--- src/rtl/bist_session_scheduler.sv ---
// bist_session_scheduler
// Shares a single LFSR/MISR BIST engine among NREQ requesters. Request rising
// edges are latched as pending sessions and granted round-robin. The engine
// is started with a START level, and the session is compared against a
// per-requester golden signature. Each requester gets a completion pulse, a
// pass flag and a sticky timeout flag.
//
// Engine handshake: ENG_START is a level. The engine runs while it is high
// and reports the end of a session with a one-cycle ENG_FINISH pulse, with
// ENG_SIG valid in that same cycle. ENG_FINISH is only honoured in RUN.
// START is then held low for at least GAP+1 cycles, so the engine always
// sees a low level before the next rising edge.
module bist_session_scheduler #(
  parameter int NREQ        = 4,
  parameter int SIG_W       = 16,
  parameter int TIMEOUT_CYC = 2048,
  parameter int GAP         = 2
) (
  input  logic                  CLK,
  input  logic                  RESET,
  input  logic [NREQ-1:0]       REQ,
  input  logic [NREQ*SIG_W-1:0] GOLDEN,
  input  logic                  ENG_FINISH,
  input  logic [SIG_W-1:0]      ENG_SIG,
  output logic                  ENG_START,
  output logic [NREQ-1:0]       GRANT,
  output logic                  BUSY,
  output logic [NREQ-1:0]       DONE,
  output logic [NREQ-1:0]       PASS,
  output logic [NREQ-1:0]       ERR,
  output logic [1:0]            dbg_state
);

  localparam int IW = $clog2(NREQ);
  localparam int TW = $clog2(TIMEOUT_CYC) + 1;
  localparam int GW = $clog2(GAP) + 1;

  localparam logic [TW-1:0] TO_LAST  = TW'(TIMEOUT_CYC - 1);
  localparam logic [GW-1:0] GAP_LAST = GW'(GAP - 1);
  localparam logic [IW-1:0] PTR_LAST = IW'(NREQ - 1);

  typedef enum logic [1:0] {
    S_IDLE  = 2'd0,
    S_RUN   = 2'd1,
    S_CHECK = 2'd2,
    S_GAP   = 2'd3
  } state_t;

  state_t state, state_n;

  logic [NREQ-1:0]  pend, pend_n;
  logic [NREQ-1:0]  req_q;
  logic [IW-1:0]    rr_ptr, rr_n;
  logic [IW-1:0]    owner, owner_n;
  logic [TW-1:0]    cnt, cnt_n;
  logic [GW-1:0]    gcnt, gcnt_n;
  logic [SIG_W-1:0] sig_q, sig_n;

  logic             start_n;
  logic [NREQ-1:0]  grant_n;
  logic [NREQ-1:0]  done_n;
  logic [NREQ-1:0]  pass_n;
  logic [NREQ-1:0]  err_n;

  logic [IW-1:0]    pick;
  logic             pick_valid;
  int               idx;
  logic [SIG_W-1:0] golden_sel;

  assign dbg_state  = state;
  assign golden_sel = GOLDEN[owner*SIG_W +: SIG_W];

  // Round-robin search: first pending bit at or above rr_ptr, wrapping.
  always_comb begin
    pick       = '0;
    pick_valid = 1'b0;
    idx        = 0;
    for (int k = 0; k < NREQ; k++) begin
      idx = int'(rr_ptr) + k;
      if (idx >= NREQ) idx = idx - NREQ;
      if (!pick_valid && pend[IW'(idx)]) begin
        pick_valid = 1'b1;
        pick       = IW'(idx);
      end
    end
  end

  // State register.
  always_ff @(posedge CLK) begin
    if (!RESET) state <= S_IDLE;
    else        state <= state_n;
  end

  // Next-state logic.
  always_comb begin
    state_n = state;
    case (state)
      S_IDLE:  if (pick_valid) state_n = S_RUN;
      S_RUN: begin
        if (ENG_FINISH)        state_n = S_CHECK;
        else if (cnt == TO_LAST) state_n = S_GAP;
      end
      S_CHECK: state_n = S_GAP;
      S_GAP:   if (gcnt == GAP_LAST) state_n = S_IDLE;
      default: state_n = S_IDLE;
    endcase
  end

  // Next values of the registered outputs and session datapath.
  always_comb begin
    start_n = ENG_START;
    grant_n = GRANT;
    done_n  = '0;
    pass_n  = PASS;
    err_n   = ERR;
    owner_n = owner;
    rr_n    = rr_ptr;
    cnt_n   = cnt;
    gcnt_n  = gcnt;
    sig_n   = sig_q;
    pend_n  = pend;
    case (state)
      S_IDLE: begin
        if (pick_valid) begin
          owner_n       = pick;
          grant_n       = NREQ'(1) << pick;
          rr_n          = (pick == PTR_LAST) ? '0 : pick + IW'(1);
          err_n[pick]   = 1'b0;
          cnt_n         = '0;
          start_n       = 1'b1;
          // The owner's request is consumed here, so a new rising edge
          // seen during its own session queues one further session.
          pend_n[pick]  = 1'b0;
        end
      end
      S_RUN: begin
        if (ENG_FINISH) begin
          sig_n = ENG_SIG;
        end else if (cnt == TO_LAST) begin
          done_n[owner] = 1'b1;
          pass_n[owner] = 1'b0;
          err_n[owner]  = 1'b1;
          start_n       = 1'b0;
          grant_n       = '0;
          gcnt_n        = '0;
        end else begin
          cnt_n = cnt + TW'(1);
        end
      end
      S_CHECK: begin
        done_n[owner] = 1'b1;
        pass_n[owner] = (sig_q == golden_sel);
        start_n       = 1'b0;
        grant_n       = '0;
        gcnt_n        = '0;
      end
      S_GAP: begin
        gcnt_n = gcnt + GW'(1);
      end
      default: ;
    endcase
    // New rising edges are applied last so they win over a same-edge clear.
    pend_n = pend_n | (REQ & ~req_q);
  end

  // Datapath and output registers.
  always_ff @(posedge CLK) begin
    if (!RESET) begin
      ENG_START <= 1'b0;
      GRANT     <= '0;
      BUSY      <= 1'b0;
      DONE      <= '0;
      PASS      <= '0;
      ERR       <= '0;
      pend      <= '0;
      req_q     <= '0;
      rr_ptr    <= '0;
      owner     <= '0;
      cnt       <= '0;
      gcnt      <= '0;
      sig_q     <= '0;
    end else begin
      ENG_START <= start_n;
      GRANT     <= grant_n;
      BUSY      <= (state_n != S_IDLE);
      DONE      <= done_n;
      PASS      <= pass_n;
      ERR       <= err_n;
      pend      <= pend_n;
      req_q     <= REQ;
      rr_ptr    <= rr_n;
      owner     <= owner_n;
      cnt       <= cnt_n;
      gcnt      <= gcnt_n;
      sig_q     <= sig_n;
    end
  end

endmodule
--- config.mk ---
export PLATFORM = sky130hd
export DESIGN_NAME = bist_session_scheduler
export DESIGN_NICKNAME = d
export VERILOG_FILES = /design/src/rtl/bist_session_scheduler.sv
export SDC_FILE = /design/constraint.sdc
export NUM_CORES = 1
export LEC_CHECK = 0
export ABC_AREA = 1
export ABC_CLOCK_PERIOD_IN_PS = 3800
export BUFFER_PORTS_ARGS = -buffer_cell sky130_fd_sc_hd__buf_2
export CAP_MARGIN = 20
export CORE_MARGIN = 4
export CORE_UTILIZATION = 37
export CTS_CLUSTER_DIAMETER = 200
export DETAILED_ROUTE_END_ITERATION = 10
export PLACE_DENSITY_LB_ADDON = 0.08
export SLEW_MARGIN = 10
export SYNTH_ARGS = -nofsm -noshare
export SYNTH_HDL_FRONTEND = slang
export SYNTH_SLANG_ARGS = --single-unit
--- constraint.sdc ---
create_clock -name CLK -period 3.8 [get_ports CLK]
set_input_delay 0.38 -clock CLK [delete_from_list [all_inputs] [get_ports CLK]]
set_output_delay 0.38 -clock CLK [all_outputs]
set_load 0.02 [all_outputs]
==> run metrics, run 1 <==
status completed; Setup TNS 0 ns; P_int ~1700 µW; arrival time at the worst endpoint 2.85 ns; largest net degree at the start of global routing 40; DRT Wirelength about 12 mm; post_cts resized 0; Flop pwr share 0.276; Worst VDD drop between 300 and 400 µV; CTS tree yes; Hold Crit Class input pin to flop; Net Sw Frac 0.4846; part of the power in the clock network 0.194; Hold WS 0.2463 ns; Static Leak between 0.002 and 0.0025 µW; Tcrit/Tclk final 0.6774; Post-DRT Antenna Nets 0; DP Area roughly 0.0046 mm²; count of different cell masters after synthesis 29; CTS Hold Bufs 0; crit path capture type flop; Post-Place Worst Slack approximately 1.3 ns; dpl hpwl slightly below 9 mm; Final Slew Violations 0; switching power about 1600 µW; Max Fanout on Critical Path 39; Final Instance Area around 0.0048 mm²; synth warn 0; register area 0.001241 mm²; Die H roughly 110 µm; Vias 4385; worst hold endpoint req_q[1]; Reg2Reg Setup Slack about 1.2 ns; Port Buffers 106; die width 111.6 µm; clk_lat worst skew 0.34 ns; number of buffers added for setup after CTS 0; most common cell after layout, fill and taps aside nand2_1; GR Util All Layers 0.1906; core area 0.01037 mm²; Yosys reg bits 62; Num CTS Buffers 9; Area Overhead vs Synth 20.38%; worst r2r src dbg_state[1]; Post-Syn Nets between 700 and 800; initial antenna violation count 0; fraction of layout instances using a drive strength above 1 0.1902; Req. time, crit path ~4.1 ns; final net count 846; R2R Path End PASS[0]; final hold violations 0; total grt overflow 0; combinational share of power 0.529; worst-margin pin slew between 0.7 and 0.8 ns; FF-to-FF path depth 8; post-route setup slack roughly 1.2 ns; first-pass GRT wire length between 15 and 20 mm; total of max-cap violations 0; ANT cells 0; DR pass1 iterations 5; DRC errors left 0; hold path startpoint REQ[1]; CP Class flop to flop; row count 37; CTS Root Cell clkbuf_8; Cell Area, Synth between 0.003 and 0.004 mm²; synthesized area per cell 6.065 µm²; Max-slew headroom 0.4843; Reg clk slew, reported paths roughly 0.07 ns; RSZ-0062 raised after global routing false; f_max around 0.4 GHz; clock buffer depth 2; Power Dens Cells roughly 700 mW/mm²; DIE AREA 0.01246 mm²; Critical Path Start Type flop; 1st-iter DRT viols ~220; vias in the first global route 4198; Routed wire per std cell between 10 and 15 µm; Fin Clk Skew 0.01149 ns; sequential area share after synthesis 0.3124; commonest cells after routing, fill and taps aside nand2_1 (237), buf_2 (106), inv_1 (63), dfxtp_1 (62), nor2_1 (58); worst hold stages 3; Setup violations, final 0; clock sink total 62; Initial Utilization 0.3831; final core utilization 0.4611; post-route minimum period 2.574 ns; drt via density 4.938; Ports 107; multi-input combinational cell area 0.002344 mm²; filler instances between 1k and 1.5k; # H-tree levels 3; post-synthesis cell count approximately 660; GP Congestion a little under 0.9
-- area by class of cell --
class	instances	share of cell area
timing repair buffer	108	0.1141
tap	136	0.03558
multi-input combinational	495	0.4901
clock inverter	4	0.01465
sequential	62	0.2595
clock buffer	12	0.03035
inverter	71	0.05573
-- per-stage QoR --
stage               cells  power (µW)
detailed placement    872        2707
global placement      872        2682
floorplan             655        2269
CTS                   888        3370
finish                888        3347
global route          888        3677
-- metal layers --
layer	wire length, µm	up-vias	track usage
li1	-	2284	-
met1	5704	1962	0.2621
met2	5108	122	0.2971
met3	767	17	0.04402
met4	187	0	0.05921
met5	0	-	0
-- cells by family (layout without fill, tap and decap cells) --
logic type               count (synthesis)  count (layout)  synth area share
AND/OR/NAND/NOR                        384             384            0.4157
buffers and inverters                   98             195           0.09764
AO/OA/AOI/OAI                           93              93            0.1231
flip-flops                              62              62            0.3124
adder cells (fa/ha/maj)                 12              12           0.03779
XOR/XNOR                                 6               6           0.01323
-- Yosys cell counts (all sizes together) --
library cell  instances  area, µm²
nand3b                4      30.03
or2                   1      6.260
o21ai                34      170.2
a21o                  1      7.510
clkinv                1      3.750
nor3                  4      20.02
xor2                  5      43.79
nor2                 60      240.2
o22ai                 4      25.02
inv                  70      262.8
clkbuf               12      45.04
nand2               241      914.6
ha                   12      150.1
dfxtp                62       1241
a22oi                 2      15.01
nand3                46      250.2
a21oi                52      271.5
nand4                28      190.2
xnor2                 1      8.760
buf                  15      76.32
-- sequential cells by signal (all words and copies together), names as in the netlist --
name / count
sig_q: 16
cnt: 12
DONE: 4
ERR: 4
GRANT: 4
PASS: 4
pend: 4
req_q: 4
dbg_state: 2
gcnt: 2
owner: 2
rr_ptr: 2
BUSY: 1
ENG_START: 1
-- worst max-delay path, cell delays in order (launching register included) --
cell     delay [ns]
dfxtp_1        0.45
inv_1          0.15
ha_1           0.38
nand2_1        0.60
buf_4          0.50
nand3_1        0.16
nand2_1        0.10
nand2_1        0.05
a21oi_1        0.12
-- worst max-delay path by stage --
stage	startpoint	end	slack (ns)	depth (start not counted)
after floorplan	rr_ptr[0]	ERR[0]	1.70	16
after global placement	dbg_state[1]	PASS[1]	1.36	8
after detailed placement	dbg_state[1]	PASS[0]	1.27	8
after CTS	dbg_state[1]	PASS[0]	1.27	8
after global routing	rr_ptr[0]	ERR[2]	0.94	17
final	dbg_state[1]	PASS[0]	1.23	8
-- power groups by stage --
stage | combinational, µW | clock, µW | sequential, µW
after floorplan | 1330 | 0 | 939
after global placement | 1750 | 0 | 931
after detailed placement | 1770 | 0 | 937
after CTS | 1780 | 665 | 923
after global routing | 2040 | 696 | 947
final | 1770 | 651 | 925
Note: power is estimated with default switching activity, not from simulation.
==> inputs of run 2 (changes only) <==
ABC_CLOCK_PERIOD_IN_PS = 2150   (was 3800)
clock period = 2.15 ns   (was 3.8 ns; I/O delays follow)
==> run metrics, run 2 (same netlist as run 1, synthesis figures left out) <==
CP Class flop to flop (unchanged); clock buffer depth 2 (unchanged); Initial Utilization 0.3831 (unchanged); f_max 0.4648 GHz (was 0.3885 GHz); Worst VDD drop 897.4 µV (was 386.1 µV); status finished with violations (was completed); Largest register FFs 16 (unchanged); Req. time, crit path 2.41 ns (was 4.07 ns); most common cell after layout, fill and taps aside nand2_1 (unchanged); Area Overhead vs Synth 28.91% (was 20.38%); clock sink total 62 (unchanged); post-route setup slack -0.001687 ns (was 1.226 ns); top routing layer in use met4 (unchanged); CP max stage delay 0.37 ns (was 0.60 ns); row count 37 (unchanged); Biggest register sig_q (unchanged); register area 0.001246 mm² (was 0.001241 mm²); GR Util All Layers 0.1857 (was 0.1906); Hold Crit Class input pin to flop (unchanged); DR WL met3 806 µm (was 767 µm); DRC errors left 0 (unchanged); Routed wire per std cell 12.95 µm (was 13.25 µm); Tcrit/Tclk final 1.001 (was 0.6774); # H-tree levels 3 (unchanged); CTS Hold Bufs 0 (unchanged); Final Instance Area 0.005121 mm² (was 0.004782 mm²); Vias 4488 (was 4385); arrival time at the worst endpoint 2.42 ns (was 2.85 ns); DRT Wirelength 11.85 mm (was 11.77 mm); final hold violations 0 (unchanged); most frequent cell on the critical path nand2_2 (was nand2_1); Num CTS Buffers 9 (unchanged); Routed met1 length 5.587 mm (was 5.704 mm); Static Leak 0.002575 µW (was 0.002424 µW); Final Power 6789 µW (was 3347 µW); largest registers sig_q (16), cnt (12) (unchanged); Fin Clk Skew 0.01590 ns (was 0.01149 ns); largest net degree at the start of global routing 41 (was 40); DP Area 0.004750 mm² (was 0.004567 mm²); Ports 107 (unchanged); Critical Path Start Type flop (unchanged); worst path cell trace buf_6 > or2_1 > nand3_2 > nand2_2 > nor2_4 > nand2_2 > nand2_2 > nand2_2 > nand2_2 > nor2_4 > buf_6 > ha_2 > inv_2 > nand3_1 > nand2_1 > nand4_1 > a21oi_1 (was inv_1 > ha_1 > nand2_1 > buf_4 > nand3_1 > nand2_1 > nand2_1 > a21oi_1); failing checks negative setup slack; DIE AREA 0.01246 mm² (unchanged); GP Congestion 0.8584 (was 0.8701); worst-margin pin slew 0.6816 ns (was 0.7688 ns); CTS Root Cell clkbuf_8 (unchanged); Port Buffers 106 (unchanged); fraction of layout instances using a drive strength above 1 0.2529 (was 0.1902); total of max-cap violations 0 (unchanged); die width 111.6 µm (unchanged); commonest cells after routing, fill and taps aside nand2_1 (231), buf_2 (106), dfxtp_1 (60), inv_1 (56), nor2_1 (56) (was nand2_1 (237), buf_2 (106), inv_1 (63), dfxtp_1 (62), nor2_1 (58)); final net count 874 (was 846); filler instances 1072 (was 1150); clk_lat worst skew 0.34 ns (about the same); first-pass GRT wire length 19.41 mm (was 19.89 mm); post-route minimum period 2.152 ns (was 2.574 ns); Max-slew headroom 0.5428 (was 0.4843); initial antenna violation count 0 (unchanged); Setup violations, final 1 (was 0); CP max stage cell dfxtp_4 (was nand2_1); Max Fanout on Critical Path 6 (was 39); core area 0.01037 mm² (unchanged); dpl hpwl 8.797 mm (was 8.799 mm); ANT cells 0 (unchanged); vias in the first global route 4150 (was 4198); RSZ-0062 raised after global routing true (was false); Reg clk slew, reported paths 0.07 ns (about the same); total grt overflow 0 (unchanged); routed length on met2 5.379 mm (was 5.108 mm); Final Slew Violations 0 (unchanged); CTS tree yes (unchanged); Die H 111.6 µm (unchanged); 1st-iter DRT viols 249 (was 218); Power Dens Cells 1326 mW/mm² (was 699.9 mW/mm²); DR pass1 iterations 4 (was 5); multi-input combinational cell area 0.002411 mm² (was 0.002344 mm²); drt via density 4.905 (was 4.938); crit-path leading delay family simple AND/OR/NAND/NOR gates (unchanged); Post-DRT Antenna Nets 0 (unchanged); crit path capture type flop (unchanged); CP bufs+invs 3 (was 2)
## run 2: final timing paths
| check | startpoint | to | slack, ns | cells after the start |
|---|---|---|---|---|
| hold reg to reg | req_q[1] | pend[1] | 0.43 | 1 |
| setup / recovery | rr_ptr[0] | ERR[3] | -0.002 | 17 |
| setup reg to reg | rr_ptr[0] | ERR[3] | -0.002 | 17 |
| hold / removal | REQ[3] | req_q[3] | 0.08 | 3 |
## run 2: cell type report
| type | count | share of cell area |
|---|---|---|
| clock buffers | 11 | 0.02761 |
| clock inverters | 4 | 0.01857 |
| inverters | 71 | 0.05253 |
| multi-input cells | 495 | 0.4708 |
| flip-flops and latches | 62 | 0.2433 |
| well taps | 136 | 0.03323 |
| repair buffers | 136 | 0.1539 |
## run 2: worst reg2reg max path: cells and delay by family (launching register included)
| kind | cells | cell delay [ns] |
|---|---|---|
| flops | 1 | 0.37 |
| simple gates | 12 | 1.10 |
| fa+ha+maj | 1 | 0.18 |
| compound gates | 1 | 0.13 |
| buf+inv | 3 | 0.31 |
## run 2: timing repair
action                                 in CTS  in global routing
gates resized for setup                     5                 31
endpoints found under the hold margin       0                  0
pin swaps                                   1                 16
gates cloned                                0                  0
setup endpoints to repair                  11                 25
setup buffers                               1                  6
## run 2: where the power goes
part	switching, µW	internal, µW
clock	461	795
sequential	184	1400
combinational	2490	1460
total	3130	3660
## run 2: per-stage QoR
| step | setup TNS (ns) | worst slack [ns] | cells | util | hold WS [ns] |
|---|---|---|---|---|---|
| after detailed placement | -0.7663 | -0.2006 | 893 | 0.4580 | 0.4202 |
| after floorplan | 0 | 0.05432 | 655 | - | 0.3264 |
| final | -0.001687 | -0.001687 | 915 | 0.4938 | 0.08006 |
| after global placement | -0.1288 | -0.06749 | 893 | 0.4580 | 0.4117 |
| after CTS | 0 | 0.002359 | 909 | 0.4823 | 0.06900 |
| after global routing | -1.445 | -0.1432 | 915 | 0.4938 | 0.08192 |
## run 2: metal layers
metal,GRT usage,vias up
li1,-,2344
met1,0.2502,1998
met2,0.3068,139
met3,0.04728,7
met4,0.02920,0
met5,0,-
